$ cat config.mk
export PLATFORM = sky130hd
export DESIGN_NAME = mem_arbiter
export DESIGN_NICKNAME = d
export VERILOG_FILES = /design/src/rtl/mem_arbiter.sv
export SDC_FILE = /design/constraint.sdc
export NUM_CORES = 1
export LEC_CHECK = 0
export ABC_AREA = 1
export CORE_AREA = 2 2 103 105
export CTS_CLUSTER_SIZE = 8
export DETAILED_ROUTE_END_ITERATION = 8
export DIE_AREA = 0 0 105 107
export PLACE_DENSITY_LB_ADDON = 0.15
export SLEW_MARGIN = 20
export SYNTH_ARGS = -nofsm -noshare
export SYNTH_HDL_FRONTEND = slang
export SYNTH_SLANG_ARGS = --single-unit
$ cat constraint.sdc
create_clock -name CLK -period 2.19 [get_ports CLK]
set_input_delay 0.657 -clock CLK [delete_from_list [all_inputs] [get_ports CLK]]
set_output_delay 0.657 -clock CLK [all_outputs]
set_load 0.01 [all_outputs]
$ cat src/rtl/mem_arbiter.sv
// Single-port RAM arbiter: instruction fetch vs data, data-priority with starvation bound.
// Optional LL/SC link tracking is enabled with `define ATOMIC_LINK_EN.
module mem_arbiter #(
  parameter int unsigned STARVE_MAX = 4
) (
  input  logic        CLK,
  input  logic        nRST,
  input  logic        iREN,
  input  logic [31:0] iaddr,
  output logic [31:0] iload,
  output logic        ihit,
  input  logic        dREN,
  input  logic        dWEN,
  input  logic [31:0] daddr,
  input  logic [31:0] dstore,
  input  logic        datomic,
  output logic [31:0] dload,
  output logic        dhit,
  output logic        ramREN,
  output logic        ramWEN,
  output logic [31:0] ramaddr,
  output logic [31:0] ramstore,
  input  logic [31:0] ramload,
  input  logic [1:0]  ramstate
);

  typedef enum logic [1:0] {
    IDLE    = 2'd0,
    SERVE_I = 2'd1,
    SERVE_D = 2'd2,
    DONE    = 2'd3
  } state_t;

  localparam logic [3:0] SMAX = 4'(STARVE_MAX);
  localparam logic [1:0] ACCESS = 2'd2;

  state_t     state_q, state_d;
  logic [3:0] starve_q, starve_d;

  logic dreq;
  logic ram_acc;
  logic sc;
  logic sc_fail;

  assign dreq    = dREN | dWEN;
  assign ram_acc = (ramstate == ACCESS);

`ifdef ATOMIC_LINK_EN
  logic        link_valid_q, link_valid_d;
  logic [31:0] link_addr_q, link_addr_d;
  logic        ll;
  logic        link_hit;

  assign sc       = dWEN & datomic;
  assign ll       = dREN & datomic & ~dWEN;
  assign link_hit = link_valid_q && (link_addr_q == daddr);
  // An SC without a live matching link completes at once, untouched RAM
  assign sc_fail  = sc & ~link_hit;

  always_comb begin
    link_valid_d = link_valid_q;
    link_addr_d  = link_addr_q;
    if (dhit) begin
      if (ll) begin
        link_valid_d = 1'b1;
        link_addr_d  = daddr;
      end else if (sc && link_hit) begin
        link_valid_d = 1'b0;
      end else if (dWEN && !datomic && daddr == link_addr_q) begin
        link_valid_d = 1'b0;
      end
    end
  end

  always_ff @(posedge CLK) begin
    if (!nRST) begin
      link_valid_q <= 1'b0;
      link_addr_q  <= '0;
    end else begin
      link_valid_q <= link_valid_d;
      link_addr_q  <= link_addr_d;
    end
  end
`else
  logic unused_datomic;

  assign unused_datomic = datomic;
  assign sc             = 1'b0;
  assign sc_fail        = 1'b0;
`endif

  always_ff @(posedge CLK) begin
    if (!nRST) begin
      state_q  <= IDLE;
      starve_q <= '0;
    end else begin
      state_q  <= state_d;
      starve_q <= starve_d;
    end
  end

  always_comb begin
    state_d  = state_q;
    starve_d = starve_q;
    unique case (state_q)
      IDLE: begin
        if (dreq && (!iREN || starve_q < SMAX)) begin
          state_d = SERVE_D;
          if (iREN && starve_q < SMAX) starve_d = starve_q + 4'd1;
        end else if (iREN) begin
          state_d  = SERVE_I;
          starve_d = '0;
        end
      end
      SERVE_I: begin
        if (!iREN)        state_d = IDLE;
        else if (ram_acc) state_d = DONE;
      end
      SERVE_D: begin
        if (!dreq)                   state_d = IDLE;
        else if (sc_fail || ram_acc) state_d = DONE;
      end
      DONE: state_d = IDLE;
    endcase
  end

  always_comb begin
    ramREN   = 1'b0;
    ramWEN   = 1'b0;
    ramaddr  = '0;
    ramstore = '0;
    ihit     = 1'b0;
    dhit     = 1'b0;
    iload    = '0;
    dload    = '0;
    unique case (state_q)
      SERVE_I: begin
        if (iREN) begin
          ramREN  = 1'b1;
          ramaddr = iaddr;
          if (ram_acc) begin
            ihit  = 1'b1;
            iload = ramload;
          end
        end
      end
      SERVE_D: begin
        if (dreq) begin
          if (sc_fail) begin
            dhit = 1'b1;
          end else if (dWEN) begin
            ramWEN   = 1'b1;
            ramaddr  = daddr;
            ramstore = dstore;
            if (ram_acc) begin
              dhit  = 1'b1;
              dload = {31'b0, sc};
            end
          end else begin
            ramREN  = 1'b1;
            ramaddr = daddr;
            if (ram_acc) begin
              dhit  = 1'b1;
              dload = ramload;
            end
          end
        end
      end
      default: ;
    endcase
  end

endmodule
# Word level (Yosys, flattened, before mapping)
# Cells that the tools add are included.
dict set report word_totals {
  regBits 6
  input_bits 136
  elab_cells 51
}
dict set report classes {
  addsub 1
  magnitude_cmp 1
  eq_ne 6
  n_mux 33
  bitwise 1
  reduce_logical 7
}
# operator n
set op_table {}
lappend op_table {{$mux 32} 11}
lappend op_table {{$pmux 32 s2} 1}
lappend op_table {{$mux 4} 3}
lappend op_table {{$mux 1} 11}
lappend op_table {{$mux 2} 5}
lappend op_table {{$pmux 2 s4} 1}
lappend op_table {{$eq 2x2->1 const B} 3}
lappend op_table {{$add 4x1->4 const B} 1}
lappend op_table {{$lt 4x3->1 const B} 1}
lappend op_table {{$ne 3x3->1 const B} 1}
lappend op_table {{$reduce_and 3->1} 1}
lappend op_table {{$eq 2x1->1 const B} 1}
lappend op_table {{$logic_and 1x1->1} 2}
lappend op_table {{$logic_not 2->1} 1}
lappend op_table {{$ne 2x1->1 const B} 1}
lappend op_table {{$pmux 1 s2} 1}
lappend op_table {{$reduce_bool 2->1} 1}
lappend op_table {{$logic_not 1->1} 1}
lappend op_table {{$logic_or 1x1->1} 1}
lappend op_table {{$or 1x1->1} 1}

# Logic depth before layout (Yosys ltp)
# Gate-level depths: netlist (run 1).
dict set report depth {
  ltp_word 5
  ltp_mapped 8
}

# Least setup slack after synthesis (run 1)
# Ideal clock, no wire load.
dict set report synth_timing {
  kind {input -> output}
  start {input port ramstate[0]}
  end {output port iload[21]}
  arrival_time_ns 1.508
  required_time_ns 1.533
  setup_slack_ns 0.025
  cell_stages 6
  path_buffers 1
  path_cell_list {inv_1 > nand2_1 > nor2_1 > inv_2 > clkbuf_8 > nor2_1}
}
dict set report synth_via {
  elab_chain_len 4
}
# item line_no
set synth_lines {}
lappend synth_lines {{start, declared} 24} ;# input logic [1:0] ramstate
lappend synth_lines {{$eq 2x2->1} 46} ;# assign ram_acc = (ramstate == ACCESS);
lappend synth_lines {{$mux 32} 141} ;# if (ram_acc) begin
lappend synth_lines {{$mux 32} 138} ;# if (iREN) begin
lappend synth_lines {{$mux 32} 136} ;# unique case (state_q)
lappend synth_lines {{end, declared} 10} ;# output logic [31:0] iload,
# No other way between the ends.

# Worst setup path after layout (run 1)
dict set report layout_timing {
  start {input port dREN}
  end {output port dload[11]}
}
dict set report layout_via {
  elab_chain_len 3
}
# item line_no
set layout_lines {}
lappend layout_lines {{start, declared} 12} ;# input logic dREN,
lappend layout_lines {{$or 1x1->1} 45} ;# assign dreq = dREN | dWEN;
lappend layout_lines {{$mux 32} 148} ;# if (dreq) begin
lappend layout_lines {{$mux 32} 136}
lappend layout_lines {{end, declared} 17} ;# output logic [31:0] dload,
# No other way between the ends.

==> report_table.html, run 1 <==
<table>
<tr><th>Metric</th><th>Value</th></tr>
<tr><th colspan="2">STA</th></tr>
<tr><td>Setup total negative slack</td><td>-1.50 ns</td></tr>
<tr><td>Max Slew Vio Count</td><td>0</td></tr>
<tr><td>Hold violation total from the final report</td><td>0</td></tr>
<tr><td>Clock Skew</td><td>between 0.002 and 0.0025 ns</td></tr>
<tr><td>Actual transition at the worst max-transition pin</td><td>0.214 ns</td></tr>
<tr><td>Fmax</td><td>434 MHz</td></tr>
<tr><td>Fin crit period</td><td>2.30 ns</td></tr>
<tr><td>Setup slack of the critical path after layout</td><td>-0.113 ns</td></tr>
<tr><td>RSZ-0062 raised after global routing</td><td>true</td></tr>
<tr><td>Worst max-slew margin expressed relative to the limit</td><td>0.856</td></tr>
<tr><td>Endpoints failing setup</td><td>46</td></tr>
<tr><td>Final period util</td><td>1.05</td></tr>
<tr><th colspan="2">Power and ir drop</th></tr>
<tr><td>Highest ir drop seen on vdd</td><td>298 uV</td></tr>
<tr><td>Power density normalized to cell area</td><td>~320 nW/um^2</td></tr>
<tr><td>Pleak</td><td>2.65 nW</td></tr>
<tr><th colspan="2">Floorplan</th></tr>
<tr><td>Die Ht</td><td>107 um</td></tr>
<tr><td>Ports</td><td>268</td></tr>
<tr><td>Area of the placeable core</td><td>10100 sq um</td></tr>
<tr><td>FP Rows</td><td>37</td></tr>
<tr><td>Overall die area</td><td>11200 sq um</td></tr>
<tr><td>Starting Density</td><td>0.174</td></tr>
<tr><td>Floorplan die width</td><td>105 um</td></tr>
<tr><th colspan="2">Critical path</th></tr>
<tr><td>Cell mode on critical path</td><td>sky130_fd_sc_hd__buf_2</td></tr>
<tr><td>Critical path arrival</td><td>1.65 ns</td></tr>
<tr><td>CP Max Fanout</td><td>8</td></tr>
<tr><td>CP Cell Sequence</td><td>buf_2 &gt; nand2_4 &gt; or2_4 &gt; buf_12 &gt; nor3_4 &gt; buf_2</td></tr>
<tr><td>Required time worst endpoint</td><td>~1.5 ns</td></tr>
<tr><td>Worst setup EP type</td><td>output port</td></tr>
<tr><td>Worst reg-to-reg path cell count</td><td>8</td></tr>
<tr><td>Crit-path max cell delay</td><td>0.30 ns</td></tr>
<tr><td>Crit Path Class</td><td>in -&gt; out</td></tr>
<tr><td>Launching element type of the critical path</td><td>primary input</td></tr>
<tr><td>Cell with the largest stage delay on the worst path</td><td>sky130_fd_sc_hd__or2_4</td></tr>
<tr><th colspan="2">Logic synthesis</th></tr>
<tr><td>Cell accounting for the most synthesized area</td><td>sky130_fd_sc_hd__nor3_2</td></tr>
<tr><td>Synth Instances</td><td>337</td></tr>
<tr><td>Cell area after synthesis</td><td>1760 sq um</td></tr>
<tr><td>Sequential share of the synthesized area</td><td>0.0684</td></tr>
<tr><td>Largest cells by area after synthesis</td><td>sky130_fd_sc_hd__nor3_2 17%, sky130_fd_sc_hd__nand2_1 16%, sky130_fd_sc_hd__inv_1 16%</td></tr>
<tr><td>Share of Yosys cell area claimed by the top area cell type</td><td>0.165</td></tr>
<tr><td>Warnings from Yosys</td><td>0</td></tr>
<tr><td>Distinct cell type count after synthesis</td><td>25</td></tr>
<tr><td>Flops &amp; latches, synth</td><td>6</td></tr>
<tr><td>Syn_area_per_cell</td><td>5.21 sq um</td></tr>
<tr><td>Async set-reset flop share out of synthesis</td><td>0</td></tr>
<tr><td>Top_reg_cell synth</td><td>sky130_fd_sc_hd__dfxtp_1</td></tr>
<tr><td>Most used standard cell by instance count after synthesis</td><td>sky130_fd_sc_hd__nand2_1</td></tr>
<tr><td>Number of nets in the synthesized netlist</td><td>around 480</td></tr>
<tr><td>Post-synth EDFFs</td><td>0</td></tr>
<tr><td>Top cells by count, synth</td><td>76 x sky130_fd_sc_hd__nand2_1, 73 x sky130_fd_sc_hd__inv_1, 65 x sky130_fd_sc_hd__nor2_1</td></tr>
<tr><th colspan="2">Detailed routing</th></tr>
<tr><td>Routed length per placed instance</td><td>14.5 um</td></tr>
<tr><td>DR DRC count</td><td>0</td></tr>
<tr><td>1st-pass router iterations</td><td>4</td></tr>
<tr><td>Residual antenna-violating net count after detailed routing</td><td>0</td></tr>
<tr><td>Vias post-DR</td><td>between 3000 and 4000</td></tr>
<tr><td>Total detailed-routing wirelength</td><td>11100 um</td></tr>
<tr><td>Vias per cell</td><td>4.16</td></tr>
<tr><td>DRC violation total after the first TritonRoute iteration</td><td>66</td></tr>
<tr><th colspan="2">Finish</th></tr>
<tr><td>Final net count</td><td>767</td></tr>
<tr><td>Fraction of layout instances using a drive strength above 1</td><td>0.437</td></tr>
<tr><td>Fillers</td><td>between 1000 and 1500</td></tr>
<tr><td>Area delta synth-&gt;final</td><td>189%</td></tr>
<tr><td>Diodes inserted</td><td>0</td></tr>
<tr><td>Non-filler cells in the finished layout</td><td>761</td></tr>
<tr><th colspan="2">GRT</th></tr>
<tr><td>Initial antenna violation count</td><td>0</td></tr>
<tr><td>Total congestion overflow after global routing</td><td>0</td></tr>
<tr><td>Vias in the first global route</td><td>3185</td></tr>
<tr><td>First-pass GRT wire length</td><td>~16000 um</td></tr>
<tr><td>Global-route total usage across every layer</td><td>0.175</td></tr>
<tr><td>Maximum number of pins on one net before global-route repair</td><td>23</td></tr>
<tr><th colspan="2">CTS</th></tr>
<tr><td>Number of hold-repair buffers added at the cts stage</td><td>0</td></tr>
<tr><td>Maximum clock insertion buffer count</td><td>2</td></tr>
<tr><td>Insertion delay of the later-clocked pin in the worst-skew pair</td><td>0.22 ns</td></tr>
<tr><td>CTS H-tree lvls</td><td>1</td></tr>
<tr><td>Number of buffers added by the clock tree synthesis step</td><td>3</td></tr>
<tr><td>Clock-pin slew reported for the worst setup and hold paths after clock tree synthesis</td><td>0.03 ns</td></tr>
<tr><td>TritonCTS clock tree</td><td>yes</td></tr>
<tr><td>Root buffer cell</td><td>sky130_fd_sc_hd__clkbuf_8</td></tr>
<tr><td>Clock sink count</td><td>6</td></tr>
<tr><th colspan="2">Place</th></tr>
<tr><td>Count of placed standard cells including taps</td><td>around 740</td></tr>
<tr><td>Post-detail-place hpwl</td><td>7630 um</td></tr>
<tr><td>Port Buffer Count</td><td>266</td></tr>
<tr><td>Global placer's final weighted congestion</td><td>0.796</td></tr>
<tr><th colspan="2">Hold path</th></tr>
<tr><td>Min-delay worst type</td><td>reg -&gt; reg</td></tr>
<tr><td>Cell depth of the worst min-delay path</td><td>2</td></tr>
<tr><th colspan="2">Job</th></tr>
<tr><td>MaxCap Viol Count</td><td>0</td></tr>
<tr><th colspan="2">Outcome</th></tr>
<tr><td>Violations in the final reports</td><td>setup timing</td></tr>
<tr><td>Run status</td><td>finished with violations</td></tr>
</table>
sequential cells by signal (all words and copies together) (netlist names):
register / count
starve_q: 4
state_q: 2
through the flow:
step / power, mW / utilization / hold WS (ns) / instance area, sq um / worst slack, ns
finish: 1.62 / 0.504 / 0.433 / 5080 / -0.113
global route: 1.71 / 0.504 / 0.466 / 5080 / -0.159
CTS: 1.51 / 0.485 / 0.438 / 4890 / -0.152
detailed placement: 1.14 / 0.466 / 0.431 / 4710 / -0.960
global placement: 1.13 / 0.466 / 0.434 / 4710 / -0.933
floorplan: 0.516 / - / 0.415 / 1760 / 0.0255
cells by family (layout without fill, tap and decap cells):
family	Yosys count	in the layout	share of synthesized area
AOI/OAI and AO/OA	40	40	0.121
xor gates and xnor gates	1	1	0.00499
adders and majority gates	4	4	0.0285
buffers and inverters	96	384	0.246
DFF	6	6	0.0684
and+or+nand+nor	190	190	0.531
area by class of cell:
type | count | area [sq um] | area share
Clock buffer | 3 | 41.3 | 0.00812
Inverter | 74 | 300 | 0.0591
Multi-Input combinational cell | 235 | 1630 | 0.321
Sequential cell | 6 | 123 | 0.0241
Tap cell | 136 | 170 | 0.0335
Timing Repair Buffer | 307 | 2820 | 0.554
repair_timing:
item,4_1_cts,5_1_grt
setup buffers,9,3
resized for setup,528,111
setup endpoints to repair,132,130
cloned,12,4
pin swaps,18,22
hold endpoints to repair,0,0
power by group:
group          switching, mW  internal (mW)  leakage (nW)
registers            0.00954          0.121        0.0496
logic                  0.625          0.701          2.58
clock network         0.0449          0.118        0.0216
total                  0.679          0.940          2.65
per-layer routing:
| metal | vias up | routed length [um] | track usage | share of wire |
|---|---|---|---|---|
| met2 | 159 | 6090 | 0.375 | 0.55 |
| met1 | 1408 | 3920 | 0.164 | 0.35 |
| li1 | 1588 | - | - | - |
| met4 | 0 | 153 | 0.0314 | 0.014 |
| met5 | - | 0 | 0 | 0 |
| met3 | 11 | 897 | 0.0462 | 0.081 |
worst max-delay path: cells and delay by family:
family / cells / cell delay, ns
AND/OR/NAND/NOR: 3 / 0.52
buffers and inverters: 3 / 0.45
placed cells by master (no fill, tap or decap), types with 4 or more instances in the layout:
cell type,n
sky130_fd_sc_hd__buf_16,9
sky130_fd_sc_hd__nand2_1,59
sky130_fd_sc_hd__inv_1,68
sky130_fd_sc_hd__clkdlybuf4s15_1,7
sky130_fd_sc_hd__buf_6,10
sky130_fd_sc_hd__nor2_2,8
sky130_fd_sc_hd__a21oi_1,10
sky130_fd_sc_hd__nand2_4,13
sky130_fd_sc_hd__nor3_4,20
sky130_fd_sc_hd__a21oi_2,26
sky130_fd_sc_hd__clkbuf_16,4
sky130_fd_sc_hd__nor3_2,12
sky130_fd_sc_hd__nor2_1,58
sky130_fd_sc_hd__nand2_2,6
sky130_fd_sc_hd__buf_12,14
sky130_fd_sc_hd__clkdlybuf4s50_1,129
sky130_fd_sc_hd__dfxtp_1,4
sky130_fd_sc_hd__buf_2,96
sky130_fd_sc_hd__nand3_1,7
sky130_fd_sc_hd__buf_4,10
sky130_fd_sc_hd__clkbuf_2,24
worst paths after layout:
kind                     from     endpoint  slack [ns]
setup / recovery         dREN    dload[11]       -0.11
hold / removal    starve_q[3]  starve_q[3]        0.43
hold reg to reg   starve_q[3]  starve_q[3]        0.43
setup reg to reg   state_q[0]  starve_q[2]        0.88
No activity file was read; power rests on OpenSTA's default activity.
==> inputs of run 2 (changes only) <==
- SETUP_SLACK_MARGIN: default -> 0.05
==> run 2 against run 1 <==
Compared with the run above: the run still ends with setup timing left; critical path depth did not move; wire length rose by 8.6%; count of clock-buffer cells in the layout did not move; combinational power rose by 11%; maximum frequency rose by 0.23%; first-iteration DRC count rose by 20%; global-route usage rose by 1.2 points; clock power barely moved; sequential share of layout area fell by 0.20 points; clock skew fell by 0.0016 ns; core utilization rose by 5.7 points; critical path type unchanged.
==> report_table.html, run 2 (same netlist as run 1, synthesis figures left out) <==
<table>
<tr><th>Metric</th><th>Value</th></tr>
<tr><th colspan="2">Outcome</th></tr>
<tr><td>Run status</td><td>finished with violations</td></tr>
<tr><td>Violations in the final reports</td><td>setup timing</td></tr>
<tr><th colspan="2">Place</th></tr>
<tr><td>Global placer's final weighted congestion</td><td>0.782 (-1.7%)</td></tr>
<tr><td>Post-detail-place hpwl</td><td>8020 um (+5.2%)</td></tr>
<tr><td>Placed inst area</td><td>4700 sq um (-0.11%)</td></tr>
<tr><td>Port Buffer Count</td><td>266 (unchanged)</td></tr>
<tr><th colspan="2">Finish</th></tr>
<tr><td>Final net count</td><td>787 (+2.6%)</td></tr>
<tr><td>Register name with the most flops</td><td>starve_q</td></tr>
<tr><td>Largest registers</td><td>starve_q x4, state_q x2</td></tr>
<tr><td>Flip-flop count of the largest register after layout</td><td>4 (unchanged)</td></tr>
<tr><td>Fillers</td><td>960 (-5.6%)</td></tr>
<tr><td>Post-route design area</td><td>5660 sq um (+11%)</td></tr>
<tr><td>Area delta synth-&gt;final</td><td>222%</td></tr>
<tr><td>Fraction of layout instances using a drive strength above 1</td><td>0.515 (+0.0779)</td></tr>
<tr><td>Commonest cells after routing, fill and taps aside</td><td>126 x sky130_fd_sc_hd__clkdlybuf4s50_1, 100 x sky130_fd_sc_hd__buf_2, 65 x sky130_fd_sc_hd__nand2_1, 65 x sky130_fd_sc_hd__inv_1, 40 x sky130_fd_sc_hd__buf_6</td></tr>
<tr><td>Most common cell after layout, fill and taps aside</td><td>sky130_fd_sc_hd__clkdlybuf4s50_1</td></tr>
<tr><td>Diodes inserted</td><td>0 (unchanged)</td></tr>
<tr><th colspan="2">CTS</th></tr>
<tr><td>Number of hold-repair buffers added at the cts stage</td><td>0 (unchanged)</td></tr>
<tr><td>Insertion delay of the later-clocked pin in the worst-skew pair</td><td>0.22 ns (about the same)</td></tr>
<tr><td>Number of buffers added by the clock tree synthesis step</td><td>3 (unchanged)</td></tr>
<tr><td>CTS H-tree lvls</td><td>1 (unchanged)</td></tr>
<tr><td>Maximum clock insertion buffer count</td><td>2 (unchanged)</td></tr>
<tr><td>TritonCTS clock tree</td><td>yes</td></tr>
<tr><td>Clock-pin slew reported for the worst setup and hold paths after clock tree synthesis</td><td>0.04 ns (about the same)</td></tr>
<tr><td>Root buffer cell</td><td>sky130_fd_sc_hd__clkbuf_8</td></tr>
<tr><td>Clock sink count</td><td>6 (unchanged)</td></tr>
<tr><th colspan="2">STA</th></tr>
<tr><td>Setup slack of the critical path after layout</td><td>-0.107 ns (+0.00528 ns)</td></tr>
<tr><td>Clock Skew</td><td>0.000403 ns (-0.00162 ns)</td></tr>
<tr><td>Actual transition at the worst max-transition pin</td><td>0.197 ns (-0.0167 ns)</td></tr>
<tr><td>Hold violation total from the final report</td><td>0 (unchanged)</td></tr>
<tr><td>Endpoints failing setup</td><td>73 (+59%)</td></tr>
<tr><td>Worst max-slew margin expressed relative to the limit</td><td>0.867 (+0.0116)</td></tr>
<tr><td>RSZ-0062 raised after global routing</td><td>true</td></tr>
<tr><td>Worst hold margin</td><td>0.435 ns (+0.00197 ns)</td></tr>
<tr><td>Fmax</td><td>435 MHz (+0.23%)</td></tr>
<tr><td>Fin crit period</td><td>2.30 ns (-0.00528 ns)</td></tr>
<tr><td>Max Slew Vio Count</td><td>0 (unchanged)</td></tr>
<tr><td>Final period util</td><td>1.05 (-0.00241)</td></tr>
<tr><th colspan="2">Floorplan</th></tr>
<tr><td>Ports</td><td>268 (unchanged)</td></tr>
<tr><td>Area of the placeable core</td><td>10100 sq um (unchanged)</td></tr>
<tr><td>Floorplan die width</td><td>105 um (unchanged)</td></tr>
<tr><td>FP Rows</td><td>37 (unchanged)</td></tr>
<tr><td>Die Ht</td><td>107 um (unchanged)</td></tr>
<tr><td>Overall die area</td><td>11200 sq um (unchanged)</td></tr>
<tr><td>Starting Density</td><td>0.174 (unchanged)</td></tr>
<tr><th colspan="2">Power and ir drop</th></tr>
<tr><td>Highest ir drop seen on vdd</td><td>217 uV (-27%)</td></tr>
<tr><td>Power density normalized to cell area</td><td>311 nW/um^2 (-2.3%)</td></tr>
<tr><td>Pleak</td><td>2.79 nW (+5.3%)</td></tr>
<tr><th colspan="2">Critical path</th></tr>
<tr><td>Worst setup EP type</td><td>output port</td></tr>
<tr><td>Required time worst endpoint</td><td>1.53 ns (about the same)</td></tr>
<tr><td>Largest delay share family, worst path</td><td>buffers and inverters</td></tr>
<tr><td>Launching element type of the critical path</td><td>primary input</td></tr>
<tr><td>CP Max Fanout</td><td>7 (-1)</td></tr>
<tr><td>Crit Path Class</td><td>in -&gt; out</td></tr>
<tr><td>Total buffers and inverters traversed by the critical path</td><td>4 (+1)</td></tr>
<tr><td>Cell with the largest stage delay on the worst path</td><td>sky130_fd_sc_hd__or2_4</td></tr>
<tr><td>Crit-path max cell delay</td><td>0.30 ns (about the same)</td></tr>
<tr><td>CP Cell Sequence</td><td>buf_6 &gt; or2_4 &gt; buf_12 &gt; clkbuf_16 &gt; nor3_2 &gt; buf_2</td></tr>
<tr><td>Critical path arrival</td><td>1.64 ns (about the same)</td></tr>
<tr><th colspan="2">Hold path</th></tr>
<tr><td>Min-delay worst type</td><td>reg -&gt; reg</td></tr>
<tr><th colspan="2">Detailed routing</th></tr>
<tr><td>Vias post-DR</td><td>3320 (+4.9%)</td></tr>
<tr><td>1st-pass router iterations</td><td>4 (unchanged)</td></tr>
<tr><td>Vias per cell</td><td>4.25 (+2.2%)</td></tr>
<tr><td>DR DRC count</td><td>0 (unchanged)</td></tr>
<tr><td>Residual antenna-violating net count after detailed routing</td><td>0 (unchanged)</td></tr>
<tr><td>Total detailed-routing wirelength</td><td>12000 um (+8.6%)</td></tr>
<tr><td>Routed length per placed instance</td><td>15.4 um (+5.8%)</td></tr>
<tr><td>DRC violation total after the first TritonRoute iteration</td><td>79 (+20%)</td></tr>
<tr><th colspan="2">GRT</th></tr>
<tr><td>Maximum number of pins on one net before global-route repair</td><td>17 (-26%)</td></tr>
<tr><td>Total congestion overflow after global routing</td><td>0 (unchanged)</td></tr>
<tr><td>Initial antenna violation count</td><td>0 (unchanged)</td></tr>
<tr><td>Vias in the first global route</td><td>3253 (+2.1%)</td></tr>
<tr><td>First-pass GRT wire length</td><td>16900 um (+6.2%)</td></tr>
<tr><td>Global-route total usage across every layer</td><td>0.188 (+0.0124)</td></tr>
<tr><th colspan="2">Job</th></tr>
<tr><td>MaxCap Viol Count</td><td>0 (unchanged)</td></tr>
</table>
## run 2: changes by cell type in the layout (fill, tap and decap cells not counted), moves of 7 or more
cell | before | now
sky130_fd_sc_hd__nor2_1 | 58 | 14
sky130_fd_sc_hd__buf_6 | 10 | 40
sky130_fd_sc_hd__nor2_4 | 2 | 31
sky130_fd_sc_hd__clkbuf_2 | 24 | 1
sky130_fd_sc_hd__nor2_2 | 8 | 23
sky130_fd_sc_hd__nor3_4 | 20 | 10
sky130_fd_sc_hd__a21oi_1 | 10 | 19
sky130_fd_sc_hd__a21oi_2 | 26 | 17
sky130_fd_sc_hd__buf_4 | 10 | 18
sky130_fd_sc_hd__nor3_2 | 12 | 20
sky130_fd_sc_hd__nand2_4 | 13 | 6
## run 2: final cells by class
class,count,area (sq um),share of cell area
Clock buffer,3,41.3,0.00729
Multi-Input combinational cell,235,1740,0.308
Sequential cell,6,125,0.0221
Timing Repair Buffer,327,3290,0.580
Inverter,74,295,0.0521
Tap cell,136,170,0.0300
## run 2: where the power goes
group | switching (mW) | internal, mW
sequential | 0.0113 | 0.122
combinational | 0.645 | 0.821
clock | 0.0446 | 0.118
total | 0.701 | 1.06
## run 2: per-stage QoR
step,total power [mW],TNS [ns],cells,utilization,worst slack (ns)
5_1_grt,1.87,-10.30,781,0.561,-0.160
6_report,1.76,-3.46,781,0.561,-0.107
3_5_place_dp,1.11,-105.32,740,0.466,-0.954
4_1_cts,1.55,-5.62,769,0.491,-0.118
3_3_place_gp,1.10,-104.71,740,0.466,-0.922
2_1_floorplan,0.516,0,337,-,0.104
## run 2: worst paths after layout
path / cells past startpoint / slack, ns / endpoint / startpoint
setup reg to reg: 8 / 0.86 / starve_q[2] / state_q[1]
hold / removal: 2 / 0.44 / starve_q[3] / starve_q[3]
hold reg to reg: 2 / 0.44 / starve_q[3] / starve_q[3]
setup / recovery: 6 / -0.11 / dload[6] / dWEN
## run 2: repair_timing
| item | CTS | global route |
|---|---|---|
| resized for setup | 553 | 219 |
| pin swaps | 10 | 16 |
| endpoints found under the setup margin | 132 | 126 |
| buffers inserted | 10 | 10 |
| gates cloned | 16 | 4 |
## run 2: layer usage
metal | GRT usage | part of all wire
met1 | 0.177 | 0.34
met2 | 0.377 | 0.54
met3 | 0.0596 | 0.083
met4 | 0.0667 | 0.034
met5 | 0 | 0
## run 2: tightest hold or removal path, delay by kind of cell (launching register included)
| kind | cells | cell delay, ns |
|---|---|---|
| flip-flops | 1 | 0.30 |
| AND/OR/NAND/NOR | 2 | 0.09 |
